File: src/rtl/pll_rst_seq_pkg.sv
// Shared definitions for the PLL reset sequencer: state encoding and output widths.
package pll_rst_seq_pkg;

  localparam int STATE_W = 3;
  localparam int LOSS_W  = 8;

  typedef enum logic [STATE_W-1:0] {
    ST_PLL_RST   = 3'd0,
    ST_WAIT_LOCK = 3'd1,
    ST_STABLE    = 3'd2,
    ST_PERIPH    = 3'd3,
    ST_RUN       = 3'd4,
    ST_SOFT      = 3'd5
  } state_t;

  function automatic int max2(input int a, input int b);
    return (a > b) ? a : b;
  endfunction

endpackage

File: src/rtl/pll_rst_seq_sync2.sv
// Two-flop synchronizer for a single asynchronous level; both flops reset to 0.
module pll_rst_seq_sync2 (
  input  logic clk,
  input  logic resetb,
  input  logic d,
  output logic q
);

  logic meta;

  always_ff @(posedge clk or negedge resetb) begin
    if (!resetb) begin
      meta <= 1'b0;
      q    <= 1'b0;
    end else begin
      meta <= d;
      q    <= meta;
    end
  end

endmodule

File: src/rtl/pll_rst_seq.sv
// PLL start-up / reset sequencer: pulses PLL reset, qualifies lock, then releases
// peripheral and CPU resets in order; handles lock loss, timeouts and soft resets.
module pll_rst_seq
  import pll_rst_seq_pkg::*;
#(
  parameter int PLL_RST_CYCLES  = 4,
  parameter int LOCK_TIMEOUT    = 4096,
  parameter int LOCK_CYCLES     = 1024,
  parameter int CPU_DELAY       = 16,
  parameter int SOFT_RST_CYCLES = 8
) (
  input  logic              clk,
  input  logic              resetb,
  input  logic              pll_locked,
  input  logic              soft_rst_req,
  output logic              pll_resetb,
  output logic              periph_rstn,
  output logic              cpu_rstn,
  output logic              ready,
  output logic [STATE_W-1:0] state,
  output logic [LOSS_W-1:0]  lock_loss_cnt
);

  localparam int MAX_CYC = max2(max2(max2(PLL_RST_CYCLES, LOCK_TIMEOUT),
                                     max2(LOCK_CYCLES, CPU_DELAY)), SOFT_RST_CYCLES);
  localparam int CTR_W   = (MAX_CYC > 1) ? $clog2(MAX_CYC) : 1;

  // Terminal counts: the counter starts at 0 on state entry, so the last cycle is N-1.
  localparam logic [CTR_W-1:0] RST_LAST  = CTR_W'(PLL_RST_CYCLES - 1);
  localparam logic [CTR_W-1:0] TO_LAST   = CTR_W'(LOCK_TIMEOUT - 1);
  localparam logic [CTR_W-1:0] LOCK_LAST = CTR_W'(LOCK_CYCLES - 1);
  localparam logic [CTR_W-1:0] CPU_LAST  = CTR_W'(CPU_DELAY - 1);
  localparam logic [CTR_W-1:0] SOFT_LAST = CTR_W'(SOFT_RST_CYCLES - 1);

  logic             lock_s;
  state_t           state_q;
  state_t           nxt;
  logic             loss;
  logic [CTR_W-1:0] count;

  pll_rst_seq_sync2 u_lock_sync (
    .clk    (clk),
    .resetb (resetb),
    .d      (pll_locked),
    .q      (lock_s)
  );

  always_comb begin
    nxt  = state_q;
    loss = 1'b0;
    case (state_q)
      ST_PLL_RST: begin
        if (count == RST_LAST) nxt = ST_WAIT_LOCK;
      end
      ST_WAIT_LOCK: begin
        if (lock_s) nxt = ST_STABLE;
        else if (count == TO_LAST) nxt = ST_PLL_RST;
      end
      ST_STABLE: begin
        if (!lock_s) nxt = ST_WAIT_LOCK;
        else if (count == LOCK_LAST) nxt = ST_PERIPH;
      end
      ST_PERIPH, ST_RUN, ST_SOFT: begin
        // Lock loss outranks a soft request seen in the same cycle.
        if (!lock_s) begin
          nxt  = ST_WAIT_LOCK;
          loss = 1'b1;
        end else if (soft_rst_req && (state_q != ST_SOFT)) begin
          nxt = ST_SOFT;
        end else if ((state_q == ST_PERIPH) && (count == CPU_LAST)) begin
          nxt = ST_RUN;
        end else if ((state_q == ST_SOFT) && (count == SOFT_LAST)) begin
          nxt = ST_STABLE;
        end
      end
      default: nxt = ST_PLL_RST;
    endcase
  end

  // Outputs are decoded from the next state so they move on the same edge as state.
  always_ff @(posedge clk or negedge resetb) begin
    if (!resetb) begin
      state_q       <= ST_PLL_RST;
      count         <= '0;
      pll_resetb    <= 1'b0;
      periph_rstn   <= 1'b0;
      cpu_rstn      <= 1'b0;
      ready         <= 1'b0;
      lock_loss_cnt <= '0;
    end else begin
      state_q     <= nxt;
      count       <= (nxt != state_q) ? '0 : count + 1'b1;
      pll_resetb  <= (nxt != ST_PLL_RST);
      periph_rstn <= (nxt == ST_PERIPH) || (nxt == ST_RUN);
      cpu_rstn    <= (nxt == ST_RUN);
      ready       <= (nxt == ST_RUN);
      if (loss && (lock_loss_cnt != {LOSS_W{1'b1}}))
        lock_loss_cnt <= lock_loss_cnt + 1'b1;
    end
  end

  assign state = state_q;

endmodule
File: config.mk
export PLATFORM = sky130hd
export DESIGN_NAME = pll_rst_seq
export DESIGN_NICKNAME = d
export VERILOG_FILES = /design/src/rtl/pll_rst_seq_pkg.sv /design/src/rtl/pll_rst_seq_sync2.sv /design/src/rtl/pll_rst_seq.sv
export SDC_FILE = /design/constraint.sdc
export NUM_CORES = 1
export LEC_CHECK = 0
export CORE_MARGIN = 2
export CORE_UTILIZATION = 40
export CTS_BUF_LIST = sky130_fd_sc_hd__clkbuf_16
export CTS_CLUSTER_DIAMETER = 60
export DETAILED_ROUTE_END_ITERATION = 8
export PLACE_DENSITY_LB_ADDON = 0.05
export REMOVE_ABC_BUFFERS = 1
export SETUP_SLACK_MARGIN = 0.2
export SKIP_LAST_GASP = 1
export SLEW_MARGIN = 0
export SYNTH_ARGS = -nofsm -noshare
export SYNTH_HDL_FRONTEND = slang
export SYNTH_SLANG_ARGS = --single-unit
File: constraint.sdc
create_clock -name clk -period 4.8 [get_ports clk]
set_input_delay 0.96 -clock clk [delete_from_list [all_inputs] [get_ports clk]]
set_output_delay 0.96 -clock clk [all_outputs]
set_load 0.02 [all_outputs]
==> impl_metrics.yaml <==
route:
  drcViolationCount: 0
  via_per_inst: 5.42
  wl_met3_um: 94
  ant_nets: 0
  vias: 1111
  totalWireLength_mm: 2.89
  drt-initial-drc-count: 67
  wl_met1_mm: 1.43
  firstDrtPassIters: 4
  wl_met2_mm: 1.31
  wl_per_cell_um: 14.1
  highest_layer: "met4"
timing:
  report.final.slew_viol_count: 0
  skew_ps: 2.33
  fin_setup_tns_ps: 0
  max_freq_mhz: 407
  fin_crit_sh_pct: 51.1
  fin_crit_ps: 2450
  rsz0062_at_grt: "false"
  tightest_slew_ps: 719
  hold_viol: 0
  relSlewSlack_pct: 51.7
  final-setup-viol-count: 0
setup_path:
  end_kind: "output pin"
  crit_buf_inv: 1
  cp_slowest_cell: "clkdlybuf4s50_1"
  reg2reg_slack_ps: 2360
  cpPeakStageDelay_ps: 680
  crit_required_ps: 3840
  path_class: "register to output pin"
  cp.arrival_ps: 1490
  cp_top_family: "buffers and inverters"
  crit_fanout: 13
  cp_cell_sequence: "clkdlybuf4s50_1"
  start_kind: "register"
final_layout:
  utilization_pct: 50.6
  fin_cells: 205
  diodes: 0
  drive_above_1_share_pct: 22.9
  synthToLayoutAreaGrowth_pct: 19.1
  final_area_um2: 1880
  num-fill-cells: 348
  nNetsFinal: 165
pwr:
  worst_ir_drop_vdd_uv: 235
  p_total_w: 0.000952
  power_density_nw_per_um2: 506
  power_leakage_nw: 0.767
place:
  place.gp.congestion: 0.856
  placed_cell_area_um2: 1780
  io_buffers: 18
  dp.final_hpwl_mm: 2.09
  dp.cells: 201
worst_hold_path:
  min_path_type: "register to register"
synth:
  synth-edff-count: 0
  yosysTopAreaCell: "dfrtp_1"
  yosys_register_bits: 28
  ys_seq_area_share_pct: 44.3
  ys_types: 40
  synth_ff_type: "dfrtp_1"
  yosys_warnings: 0
  syn_inst: 139
  synth_top_area_share_pct: 44.3
  synth_area_leaders: "dfrtp_1, nor4_2, xor2_1"
  syn_area_per_cell_um2: 11.4
  async_flop_share_pct: 100
  synth_area_um2: 1580
clocking:
  tritoncts: "yes"
  cts.path.max_buffers: 2
  cts-htree-levels: 1
  cts_sinks: 28
  postCtsHoldBufs: 0
  cts_made_buffers: 3
  cts_root_buf: "clkbuf_16"
  cts_resized: 0
  clk-insertion-delay-late_ps: 260
  clk_pin_slew_ps: 70
  cts_setup_buffers: 0
floorplan:
  dieArea_um2: 4470
  start_util_pct: 42.5
  core_area_um2: 3720
  rows: 22
  io_pins: 19
  fp.dieW_um: 66.9
  die_h_um: 66.9
grt:
  grt_pass1_vias: 1106
  grt_max_degree: 29
  antenna_found_initial: 0
  grt.total_usage_pct: 15.6
  overflow: 0
  grt_pass1_wl_mm: 5.20
flow_run:
  maxCapViolations: 0
run_status:
  status: "completed"
[cells by family after synthesis]
kind of cell	Yosys count	share of synthesized area [%]
adders and majority gates	3	2.38
buffers and inverters	8	4.43
DFF	28	44.3
AOI/OAI and AO/OA	17	7.76
muxes	4	2.77
and+or+nand+nor	62	28.9
xor gates and xnor gates	17	9.42
[cell type report]
type / instances / area, um2 / share of cell area (%)
clock buffers: 3 / 75.1 / 3.99
inverters: 1 / 3.75 / 0.199
repair buffers: 21 / 203 / 10.8
clock inverters: 1 / 30.0 / 1.60
flip-flops and latches: 28 / 701 / 37.2
multi-input cells: 103 / 810 / 43.0
well taps: 48 / 60.1 / 3.19
[per-layer routing]
metal / GRT usage [%] / vias up
li1: - / 549
met1: 21.4 / 537
met2: 24.1 / 20
met3: 3.04 / 5
met4: 6.12 / 0
met5: 0 / -
[Yosys cell counts, types with 2 or more instances]
cell type,n
xnor2_1,7
buf_6,2
dfrtp_1,28
o311a_2,2
and2b_2,5
a21oi_1,5
nand2_1,8
nand4_1,7
nor3_1,2
ha_1,3
and3_2,3
or4_4,2
mux2_2,3
nor2_1,6
o21ai_0,4
nand3_1,7
xor2_1,10
nor4_2,9
nor2b_1,3
buf_4,2
nor4b_1,2
[placed cells by master, fill, tap and decap left out, drive strengths merged, types with 7 or more instances in the layout]
cell and count:
clkdlybuf4s50 18, dfrtp 28, nand3 7, xnor2 7
xor2 10, nand4 7, nand2 8, nor4 11
nor2 7
[path summary, 6_finish.rpt]
check | start | end | cells after the start
setup reg to reg | count[0] | periph_rstn | 7
max in group asynchronous | resetb | count[10] | 2
hold reg to reg | u_lock_sync.meta | u_lock_sync.q | 0
hold / removal | u_lock_sync.meta | u_lock_sync.q | 0
setup / recovery | state[0] | state[0] | 1
min in group asynchronous | resetb | ready | 2
[power breakdown]
group          leakage, nW  internal, W  switching (W)
sequential           0.373     0.000279      0.0000597
clock               0.0511     0.000166      0.0000768
combinational        0.343     0.000164       0.000207
total                0.767     0.000609       0.000344
[flip-flops by register name, summed over array words and instances, names as in the netlist]
signal	count
count	12
lock_loss_cnt	8
periph_rstn	1
pll_resetb	1
ready	1
state	3
u_lock_sync.meta	1
u_lock_sync.q	1
[stage by stage]
stage / setup WS (ps) / hold slack, ps
6_report: 2350 / 352
5_1_grt: 2090 / 357
4_1_cts: 2330 / 355
3_5_place_dp: 2280 / 339
3_3_place_gp: 2300 / 336
2_1_floorplan: 2120 / 331
Note: power is estimated with default switching activity, not from simulation.
